File: config.mk
export PLATFORM = sky130hd
export DESIGN_NAME = clk_rand_core
export DESIGN_NICKNAME = d
export VERILOG_FILES = /design/src/rtl/clk_rand_core_pkg.sv /design/src/rtl/clk_rand_core_toggle_divider.sv /design/src/rtl/clk_rand_core.sv
export SDC_FILE = /design/constraint.sdc
export NUM_CORES = 1
export LEC_CHECK = 0
export BUFFER_PORTS_ARGS = -buffer_cell sky130_fd_sc_hd__buf_2
export CAP_MARGIN = 0
export CORE_AREA = 3 3 90 92
export DETAILED_ROUTE_END_ITERATION = 8
export DIE_AREA = 0 0 93 95
export GPL_ROUTABILITY_DRIVEN = 0
export PLACE_DENSITY = 0.62
export SYNTH_ARGS = -nofsm -noshare
export SYNTH_HDL_FRONTEND = slang
export SYNTH_SLANG_ARGS = --single-unit
export TNS_END_PERCENT = 50
File: constraint.sdc
create_clock -name in_clk -period 1.8 [get_ports in_clk]
set_clock_uncertainty 0.2 [all_clocks]
set_input_delay 0.36 -clock in_clk [delete_from_list [all_inputs] [get_ports in_clk]]
set_output_delay 0.36 -clock in_clk [all_outputs]
set_load 0.01 [all_outputs]
File: src/rtl/clk_rand_core_pkg.sv
// clk_rand_core_pkg: maximal-length LFSR tap masks and the default seed shared by the clock/random core.
package clk_rand_core_pkg;
   localparam logic [31:0] SEED = 32'd30504031;
   function automatic logic [31:0] tap(input int t);
      return 32'd1 << (t - 1);
   endfunction
   function automatic logic [31:0] lfsr_taps(input int n);
      case (n)
         3:       return tap(3) | tap(2);
         4:       return tap(4) | tap(3);
         5:       return tap(5) | tap(3);
         6:       return tap(6) | tap(5);
         7:       return tap(7) | tap(6);
         8:       return tap(8) | tap(6) | tap(5) | tap(4);
         9:       return tap(9) | tap(5);
         10:      return tap(10) | tap(7);
         11:      return tap(11) | tap(9);
         12:      return tap(12) | tap(6) | tap(4) | tap(1);
         13:      return tap(13) | tap(4) | tap(3) | tap(1);
         14:      return tap(14) | tap(5) | tap(3) | tap(1);
         15:      return tap(15) | tap(14);
         16:      return tap(16) | tap(15) | tap(13) | tap(4);
         17:      return tap(17) | tap(14);
         18:      return tap(18) | tap(11);
         19:      return tap(19) | tap(6) | tap(2) | tap(1);
         20:      return tap(20) | tap(17);
         21:      return tap(21) | tap(19);
         22:      return tap(22) | tap(21);
         23:      return tap(23) | tap(18);
         24:      return tap(24) | tap(23) | tap(22) | tap(17);
         25:      return tap(25) | tap(22);
         26:      return tap(26) | tap(6) | tap(2) | tap(1);
         27:      return tap(27) | tap(5) | tap(2) | tap(1);
         28:      return tap(28) | tap(25);
         29:      return tap(29) | tap(27);
         30:      return tap(30) | tap(6) | tap(4) | tap(1);
         31:      return tap(31) | tap(28);
         default: return tap(32) | tap(22) | tap(2) | tap(1);
      endcase
   endfunction
endpackage

File: src/rtl/clk_rand_core_toggle_divider.sv
// toggle_divider: square wave toggling every HALF cycles with a strobe on each rising transition.
module toggle_divider #(
   parameter int HALF = 2
) (
   input  logic in_clk,
   input  logic reset,
   output logic clk_o,
   output logic tick_o
);
   localparam int W = $clog2(HALF + 1);
   logic [W-1:0] cnt;
   logic last;
   assign last = cnt == W'(HALF - 1);
   always_ff @(posedge in_clk) begin
      if (reset) begin
         cnt    <= '0;
         clk_o  <= 1'b0;
         tick_o <= 1'b0;
      end else begin
         cnt    <= last ? '0 : cnt + 1'b1;
         clk_o  <= last ? ~clk_o : clk_o;
         tick_o <= last & ~clk_o;
      end
   end
endmodule

File: src/rtl/clk_rand_core.sv
// clk_rand_core: pixel clock, slow programmable wave and an XNOR LFSR stepping on the slow wave.
module clk_rand_core
   import clk_rand_core_pkg::*;
#(
   parameter int PIX_HALF   = 2,
   parameter int DIV_NUMBER = 50000,
   parameter int NUM_BITS   = 25
) (
   input  logic                in_clk,
   input  logic                reset,
   input  logic                lfsr_en,
   input  logic                seed_dv,
   input  logic [NUM_BITS-1:0] seed_data,
   output logic                pix_clk,
   output logic                pix_tick,
   output logic                div_clk,
   output logic                div_tick,
   output logic [NUM_BITS-1:0] lfsr_data,
   output logic                lfsr_done
);
   localparam logic [31:0] TAPS = lfsr_taps(NUM_BITS);
   logic fb;
   toggle_divider #(.HALF(PIX_HALF)) u_pix (
      .in_clk(in_clk), .reset(reset), .clk_o(pix_clk), .tick_o(pix_tick)
   );
   toggle_divider #(.HALF(DIV_NUMBER)) u_div (
      .in_clk(in_clk), .reset(reset), .clk_o(div_clk), .tick_o(div_tick)
   );
   assign fb        = ~^(lfsr_data & TAPS[NUM_BITS-1:0]);
   assign lfsr_done = lfsr_data == seed_data;
   always_ff @(posedge in_clk) begin
      if (reset)
         lfsr_data <= '0;
      else if (seed_dv)
         lfsr_data <= seed_data;
      else if (lfsr_en && div_tick)
         lfsr_data <= {lfsr_data[NUM_BITS-2:0], fb};
   end
endmodule

==> results of run 1 <==
## final cells by class
class	instances	area [um2]	area share, %
repair buffers	90	556	17.7
multi-input cells	182	1360	43.4
well taps	99	124	3.95
clock inverters	3	67.6	2.15
inverters	2	7.51	0.239
flip-flops and latches	47	952	30.4
clock buffers	5	68.8	2.19
## worst paths after layout
kind / endpoint / slack, ps / depth (start not counted)
max: lfsr_done / -330 / 5
min: lfsr_data[15] / 110 / 3
max reg2reg: u_div.cnt[15] / 70 / 4
min reg2reg: u_div.cnt[0] / 220 / 1
## what timing repair did
action                     in CTS  in global routing
buffers inserted                0                  0
setup endpoints to repair       2                  3
pin swaps                       6                  2
cloned                          0                  0
gates resized for setup         5                  5
## critical path, cell delays in order, from the launching register on
cell	delay, ps
dfxtp_2	330
xor2_1	150
nor4_1	290
nand4_1	180
nor4_2	150
buf_2	160
## sequential cells by signal, summed over array words and instances (netlist names)
register / flops
u_div.cnt: 16
u_div.clk_o: 1
u_pix.clk_o: 1
u_pix.tick_o: 1
u_pix.cnt: 2
lfsr_data: 25
u_div.tick_o: 1
## placed cells by master, fill, tap and decap left out, types with 8 or more instances in the layout
master and count:
buf_2 58, nor2_1 45, dfxtp_1 40, buf_4 30
mux2i_1 24, mux2_2 23, xnor2_1 22, xor2_1 19
nand4_1 8
## cell families (layout without fill, tap and decap cells)
logic type | Yosys count | count (layout) | share of synthesized area [%]
compound gates | 4 | 4 | 0.968
flops | 47 | 47 | 40.4
buf+inv | 12 | 100 | 1.99
fa+ha+maj | 2 | 2 | 1.08
xor+xnor | 41 | 41 | 15.4
mux | 47 | 47 | 21.5
simple gates | 88 | 88 | 18.7
## report_power, final
group	total (uW)	switching, uW	internal, uW
Sequential	1130	38.6	1090
Combinational	361	175	186
Clock	934	380	554
Total	2430	593	1830
## metrics by stage
step / instances / worst slack (ps) / TNS [ps] / power (uW) / hold WS [ps]
after floorplan: 241 / -25.3 / -25.3 / 1350 / 204
after global placement: 420 / -188 / -221 / 1510 / 213
after detailed placement: 420 / -182 / -229 / 1520 / 222
after CTS: 428 / -356 / -356 / 2460 / 109
after global routing: 428 / -424 / -425 / 2540 / 114
final: 428 / -328 / -328 / 2430 / 114
## per-layer routing
layer / part of all wire (%) / track usage (%) / vias up
met2: 48 / 23.3 / 46
met5: 0 / 0 / -
met1: 45 / 15.1 / 927
met4: 1.1 / 4.03 / 0
met3: 5.2 / 2.95 / 4
li1: - / - / 1001
==> summary.txt, run 1 <==
Logic synthesis
  • Synth unique cells: 29
  • Area contributors post-synth: dfxtp_1, mux2_2, mux2i_1
  • Number of synthesized flops with an enable pin: 0
  • Post-synthesis area per instance: ~9.7 um2
  • Mapped Nets: about 270
  • Synth area leader: dfxtp_1
  • Top cells by count, synth: dfxtp_1, nor2_1, mux2i_1
  • Yosys top cell area share: about two fifths
  • Top-count cell post-synth: dfxtp_1
  • Post-Syn Area: around 2300 um2
  • YS warnings: 0
  • Seq/Total Area, Yosys: between 40% and 50%
  • Async set-reset flop share out of synthesis: 0%
  • Top FF cell, synth: dfxtp_1
  • Register bit total from synthesis: 47
  • Cells after Synth: between 200 and 250

Final layout
  • Ant diodes: 0
  • Final core utilization: 43.0%
  • Area delta synth->final: 34.8%
  • Nets: roughly 360
  • Fillers: 745
  • Share of cells above drive strength 1: about two fifths
  • Final instance area: 3140 um2

Critical path
  • Worst setup SP type: flop
  • CP Capture Type: output pin
  • Data arrival, critical path: roughly 1600 ps
  • Crit path kind: flop to output pin
  • CP Launch Point: lfsr_data[5]
  • R2R Path Start: u_div.cnt[6]
  • CP Data Required Time: approximately 1200 ps
  • Worst-path fanout max: 2

Floorplan
  • Initial cell density of the core: approximately a third
  • Die H: about 95 um
  • I/O pin count: between 50 and 60
  • Total die area: 8840 um2
  • Floorplan core area: roughly 7300 um2
  • Row cnt: 31
  • Die width: between 90 and 100 um

CTS
  • Worst-skew pair later-pin latency: slightly above 300 ps
  • CTS HTree Levels: 2
  • CTS Root Cell: clkbuf_8
  • CTS Buf Count: 5
  • Clock tree from TritonCTS: built
  • Clk sinks: 47
  • Clk buf depth: 2
  • Cts hold-fix bufs: 0
  • Clock-pin slew on the worst setup and hold paths: 100 ps

STA
  • Relative slew slack: between 70% and 80%
  • Final cycle utilization of the critical path: 118%
  • F_max: around 470 MHz
  • Worst-Margin Slew: about 360 ps
  • Setup-failing EPs final: 1
  • Fin. max-slew vios: 0
  • Final hold violations: 0
  • Tmin final: roughly 2100 ps
  • RSZ-0062 raised after global routing: true
  • Worst setup margin: -328 ps

Outcome
  • Status: finished with violations
  • Failing checks: setup timing

Global routing
  • Vias in the first global route: approximately 1,900
  • Initial antenna violation count: 0
  • Grt total ovfl: 0
  • First-pass GRT wire length: around 9000 um
  • Overall global routing resource usage: about 13%
  • Largest net degree at the start of global routing: 33

Detailed routing
  • Initial DRC Count: between 50 and 60
  • Antenna Nets Post-Route: 0
  • WL/cell: 12.9 um
  • DRT Pass-1 Iters: 4
  • Routed vias: 1,978
  • DR DRC count: 0
  • DR vias/cell: between 4 and 5
  • Drt total wl: 5530 um

Power
  • Max IR drop VDD: ~360 uV
  • Leak: between 0.001 and 0.0015 uW
  • Pwr Density: between 700 and 800 nW/um2

Placement
  • Placed Area: approximately 3000 um2
  • HPWL after detailed placement: 4140 um
  • Port Buf Inserts: 58

Job
  • Max Cap Viol: 0

Worst hold path
  • Tightest Hold Check Type: input port to flop
  • Worst hold start: seed_data[15]
Power figures use the tool's default switching activity.
==> run 2, diff against run 1 <==
ABC_AREA = 1   (was default)
CORE_AREA = 3 3 92 94   (was 3 3 90 92)
DIE_AREA = 0 0 95 97   (was 0 0 93 95)
PLACE_DENSITY = 0.63   (was 0.62)
==> run 2 against run 1 <==
Compared with the run above:
- the flow still finishes with violations (setup timing)
- combinational power barely moved
- total power fell by 9.7%
- area after synthesis rose by 6.2%
- global-route usage rose by 1.3 points
- clock power fell by 27%
- worst setup slack improved by 140 ps
- wire length rose by 15%
- core utilization fell by 3.4 points
- synthesized cell count rose by 56%
- sequential share of layout area rose by 0.99 points
- non-clock buffer count fell by 20
- critical endpoint unchanged
- largest cell class unchanged
- highest routed layer unchanged
==> summary.txt, run 2 <==
Critical path
  • CP Capture Type: output pin
  • CP Data Required Time: 1240 ps
  • Data arrival, critical path: between 1000 and 1500 ps
  • Worst-path fanout max: 5
  • Crit path kind: flop to output pin
  • Worst setup SP type: flop

STA
  • Fin. max-slew vios: 0
  • F_max: approximately 500 MHz
  • Final cycle utilization of the critical path: 111%
  • Tmin final: around 2000 ps
  • Setup_tns: -192 ps
  • RSZ-0062 raised after global routing: true
  • Worst setup margin: -192 ps
  • Min Hold Slack: ~95 ps
  • Worst-Margin Slew: ~430 ps
  • Setup-failing EPs final: 1
  • Final hold violations: 0
  • Relative slew slack: between 70% and 80%

Logic synthesis
  • Post-Syn Area: roughly 2500 um2
  • Seq/Total Area, Yosys: a little under two fifths
  • Mapped Nets: about 410
  • Simple-Gate Fraction of Synth Area: a little under a third
  • Yosys top cell area share: 38.1%
  • Top-count cell post-synth: nand2_1
  • Cells after Synth: between 300 and 400
  • Register bit total from synthesis: 47
  • Combinational family with the most area after synthesis: simple AND/OR/NAND/NOR gates
  • Post-synthesis area per instance: about 6.6 um2
  • Number of synthesized flops with an enable pin: 0
  • Mux cell area share after synthesis: 0%
  • Synth area leader: dfxtp_1
  • Synth unique cells: 26
  • Synth Area in XOR/XNOR: 4.96%
  • Async set-reset flop share out of synthesis: 0%
  • Top FF cell, synth: dfxtp_1
  • Area contributors post-synth: dfxtp_1, nand2_1, nor2_1
  • YS warnings: 0
  • Adder-cell share of the synthesized area: ~1.0%
  • Post-synthesis compound-gate area fraction: around 14%
  • Top cells by count, synth: nand2_1, nor2_1, inv_1

Final layout
  • Largest regs: lfsr_data: 25 flops, u_div.cnt: 16 flops, u_pix.cnt: 2 flops
  • Nets: approximately 480
  • Area occupied by registers: 960 um2
  • Ant diodes: 0
  • Area occupied by multi-input gates: ~1300 um2
  • Area delta synth->final: 23.8%
  • Fillers: 835
  • Commonest non-fill, non-tap cell in the layout: nand2_1
  • Largest register by flop count: lfsr_data
  • Most frequent cells in the layout: nand2_1, nor2_1, buf_2
  • Max reg flops: 25
  • Share of cells above drive strength 1: between 20% and 30%

CTS
  • Cts hold-fix bufs: 0
  • CTS Root Cell: clkbuf_8
  • CTS HTree Levels: 2
  • Clk buf depth: 2
  • Clock-pin slew on the worst setup and hold paths: 90 ps
  • CTS Buf Count: 5
  • Worst-skew pair later-pin latency: around 300 ps
  • Clock tree from TritonCTS: built
  • Clk sinks: between 40 and 50

Worst hold path
  • Tightest Hold Check Type: input port to flop

Detailed routing
  • Drt total wl: 6360 um
  • WL/cell: approximately 12 um
  • DRT Pass-1 Iters: 4
  • Routed vias: approximately 2,500
  • Initial DRC Count: 119
  • Antenna Nets Post-Route: 0
  • DR vias/cell: 4.62
  • DR DRC count: 0

Global routing
  • Grt total ovfl: 0
  • Overall global routing resource usage: 14.2%
  • Largest net degree at the start of global routing: 27
  • Vias in the first global route: ~2,400
  • Initial antenna violation count: 0
  • First-pass GRT wire length: roughly 11,000 um

Power
  • Power Total: roughly 2200 uW
  • Pwr Density: approximately 720 nW/um2
  • Max IR drop VDD: 299 uV
  • Leak: around 0.0014 uW

Outcome
  • Status: finished with violations
  • Failing checks: setup timing

Floorplan
  • Initial cell density of the core: about a third
  • Row cnt: 32
  • Total die area: 9220 um2
  • Die width: roughly 95 um
  • I/O pin count: 59
  • Floorplan core area: 7730 um2
  • Die H: around 97 um

Job
  • Max Cap Viol: 0

Placement
  • Port Buf Inserts: a little under 60
  • HPWL after detailed placement: just under 5000 um
run 2: per-layer routing:
metal / track usage, % / vias up / share of wire, %
li1: - / 1319 / -
met1: 18.8 / 1144 / 49
met2: 23.2 / 54 / 45
met3: 2.80 / 8 / 4.5
met4: 4.11 / 0 / 1.4
met5: 0 / - / 0
run 2: critical path, cell delays in order (launching register included):
cell	delay, ps
dfxtp_4	380
nand2_1	60
inv_1	50
nor2_1	40
nor2_2	90
nand2_1	90
nor2_1	120
nand2_1	60
nor2_1	100
buf_2	140
run 2: metrics by stage:
step / cell area (um2) / worst slack, ps / util, % / instances
5_1_grt: 3060 / -357 / 39.6 / 547
6_report: 3060 / -192 / 39.6 / 547
3_5_place_dp: 2900 / -2.29 / 37.5 / 535
2_1_floorplan: 2470 / 238 / - / 375
4_1_cts: 3010 / -220 / 38.9 / 543
3_3_place_gp: 2900 / -7.58 / 37.5 / 535
run 2: cell families after synthesis:
family	Yosys count
simple gates	192
flops	47
buf+inv	64
compound gates	56
fa+ha+maj	2
xor+xnor	14
run 2: repair_timing:
item / 4_1_cts / 5_1_grt
gates resized for setup: 12 / 13
endpoints found under the setup margin: 1 / 1
pin swaps: 1 / 9
setup buffers: 0 / 4
run 2: worst paths after layout:
check | from | end | slack [ps] | cells past startpoint
max | lfsr_data[5] | lfsr_done | -190 | 9
min | reset | u_pix.clk_o | 90 | 2
max reg2reg | u_div.cnt[0] | u_div.cnt[9] | 220 | 6
min reg2reg | u_pix.cnt[0] | u_pix.cnt[0] | 230 | 1
run 2: final cells by class:
class / instances / area share [%]
flip-flops and latches: 47 / 31.3
clock buffers: 6 / 2.70
repair buffers: 70 / 12.4
clock inverters: 2 / 0.450
well taps: 102 / 4.17
inverters: 56 / 6.87
multi-input cells: 264 / 42.1
run 2: power by group:
| part | switching [uW] | internal [uW] | total [uW] |
|---|---|---|---|
| logic | 204 | 156 | 360 |
| clock network | 368 | 315 | 682 |
| registers | 49.4 | 1100 | 1150 |
| total | 621 | 1570 | 2190 |
==> run 3, diff against run 2 <==
PLACE_DENSITY = 0.61   (was 0.63)
clock period = 2.45 ns   (was 1.8 ns; I/O delays follow)
==> run 3 against run 2 <==
Compared with the run above:
- clock power shrank 27%
- highest routed layer unchanged
- the run now ends clean
- register-to-register slack gained 590 ps
- worst hold slack gained 120 ps
- non-clock buffer count shrank 8
- critical endpoint unchanged
==> summary.txt, run 3 (synthesis results as in run 2) <==
STA
  • Setup-failing EPs final: 0
  • Min Hold Slack: 219 ps
  • RSZ-0062 raised after global routing: false
  • Final hold violations: 0
  • Relative slew slack: about 64%
  • Final cycle utilization of the critical path: around nine tenths
  • Tmin final: between 2000 and 2500 ps
  • F_max: 445 MHz
  • Setup_tns: 0 ps
  • Worst-Margin Slew: 538 ps
  • Fin. max-slew vios: 0
  • Worst setup margin: 205 ps

Global routing
  • Vias in the first global route: about 2,300
  • Grt total ovfl: 0
  • Initial antenna violation count: 0
  • Overall global routing resource usage: 14.1%
  • First-pass GRT wire length: roughly 11,000 um
  • Largest net degree at the start of global routing: 28

Detailed routing
  • Antenna Nets Post-Route: 0
  • DR vias/cell: 4.54
  • Initial DRC Count: 99
  • Routed vias: approximately 2,400
  • WL/cell: 11.7 um
  • DR DRC count: 0
  • DRT Pass-1 Iters: 4
  • Drt total wl: approximately 6300 um

Worst hold path
  • Worst hold start: reset
  • Tightest Hold Check Type: input port to flop

Floorplan
  • Total die area: between 9000 and 10,000 um2
  • Die width: around 95 um
  • Row cnt: 32
  • Die H: slightly below 100 um
  • Initial cell density of the core: a little under a third
  • Floorplan core area: approximately 7700 um2
  • I/O pin count: 59

CTS
  • Worst-skew pair later-pin latency: about 300 ps
  • Clock tree from TritonCTS: built
  • CTS Root Cell: clkbuf_8
  • Post-CTS setup buffer count: 0
  • Clk sinks: 47
  • # resized after CTS: 0
  • CTS HTree Levels: 2
  • Clk buf depth: 2
  • Clock-pin slew on the worst setup and hold paths: around 100 ps
  • CTS Buf Count: 5
  • Cts hold-fix bufs: 0

Final layout
  • Max reg flops: 25
  • Largest register by flop count: lfsr_data
  • Most frequent cells in the layout: nand2_1, nor2_1, buf_2
  • Share of cells above drive strength 1: 18.1%
  • Fillers: between 800 and 900
  • Largest regs: lfsr_data: 25 flops, u_div.cnt: 16 flops, u_pix.cnt: 2 flops
  • Area delta synth->final: 19.7%
  • Ant diodes: 0
  • Nets: 467
  • Final core utilization: between 30% and 40%
  • Finished Layout Cells: 539
  • Commonest non-fill, non-tap cell in the layout: nand2_1

Job
  • Max Cap Viol: 0

Critical path
  • CP max-delay cell: dfxtp_1
  • CP Launch Point: lfsr_data[9]
  • CP Capture Type: output pin
  • Max stage delay on crit path: roughly 380 ps
  • Worst-path fanout max: 4
  • Crit-path cells: inv_1 -> nand2_1 -> nand2_1 -> nor2_1 -> nand2_1 -> nor2_1 -> nand2_1 -> nor2_1 -> buf_2
  • CP top delay family: simple AND/OR/NAND/NOR gates
  • Data arrival, critical path: about 1600 ps
  • Crit path kind: flop to output pin
  • Worst setup SP type: flop
  • R2R Path Start: u_div.tick_o
  • Crit path buf inv count: 2
  • CP most frequent cell: nand2_1
  • CP Data Required Time: around 1800 ps

Placement
  • DP Worst Slack: 350 ps
  • HPWL after detailed placement: 4800 um
  • Port Buf Inserts: 58
  • Placed cell count: about 530

Power
  • Max IR drop VDD: around 310 uV
  • Pwr Density: around 540 nW/um2
  • Leak: 0.00139 uW

Outcome
  • Status: finished, final reports clean
==> run 3: cell count changes in the layout (fill, tap and decap cells not counted), sizes merged <==
cell / before / now
inv: 57 / 58
buf: 70 / 62
clkbuf: 6 / 5
==> run 3: layout make-up <==
class / count / area (um2) / area share (%)
clock buffer: 5 / 68.8 / 2.32
clock inverter: 3 / 22.5 / 0.761
inverter: 56 / 210 / 7.10
multi-input combinational: 264 / 1270 / 42.9
sequential: 47 / 941 / 31.8
tap: 102 / 128 / 4.31
timing repair buffer: 62 / 320 / 10.8
==> run 3: report_power, final <==
group / leakage, uW / switching, uW / internal (uW) / total (uW)
clock network: 0.0000489 / 289 / 207 / 496
logic: 0.000959 / 144 / 103 / 247
registers: 0.000386 / 37.7 / 805 / 843
total: 0.00139 / 471 / 1120 / 1590
==> run 3: path summary, 6_finish.rpt <==
path,to,slack (ps),depth (start not counted)
min,lfsr_data[0],220,2
max,lfsr_done,210,9
max reg2reg,lfsr_data[19],810,6
min reg2reg,u_pix.cnt[0],230,1
==> run 3: worst register-to-register path, delay by kind of cell (launching register included) <==
| kind | cells | cell delay (ps) |
|---|---|---|
| and+or+nand+nor | 3 | 440 |
| buffers and inverters | 2 | 410 |
| DFF | 1 | 350 |
| AOI/OAI and AO/OA | 1 | 150 |
==> run 3: per-stage QoR <==
stage               instance area, um2  power, uW
detailed placement                2870       1110
global placement                  2870       1100
finish                            2960       1590
CTS                               2960       1610
global route                      2960       1680
floorplan                         2470       1000
==> run 3: metal layers <==
layer,part of all wire (%),vias to the layer above,global-route usage [%]
li1,-,1297,-
met1,51,1102,20.8
met2,44,46,21.6
met3,3.6,4,2.18
met4,0.76,0,3.00
met5,0,-,0
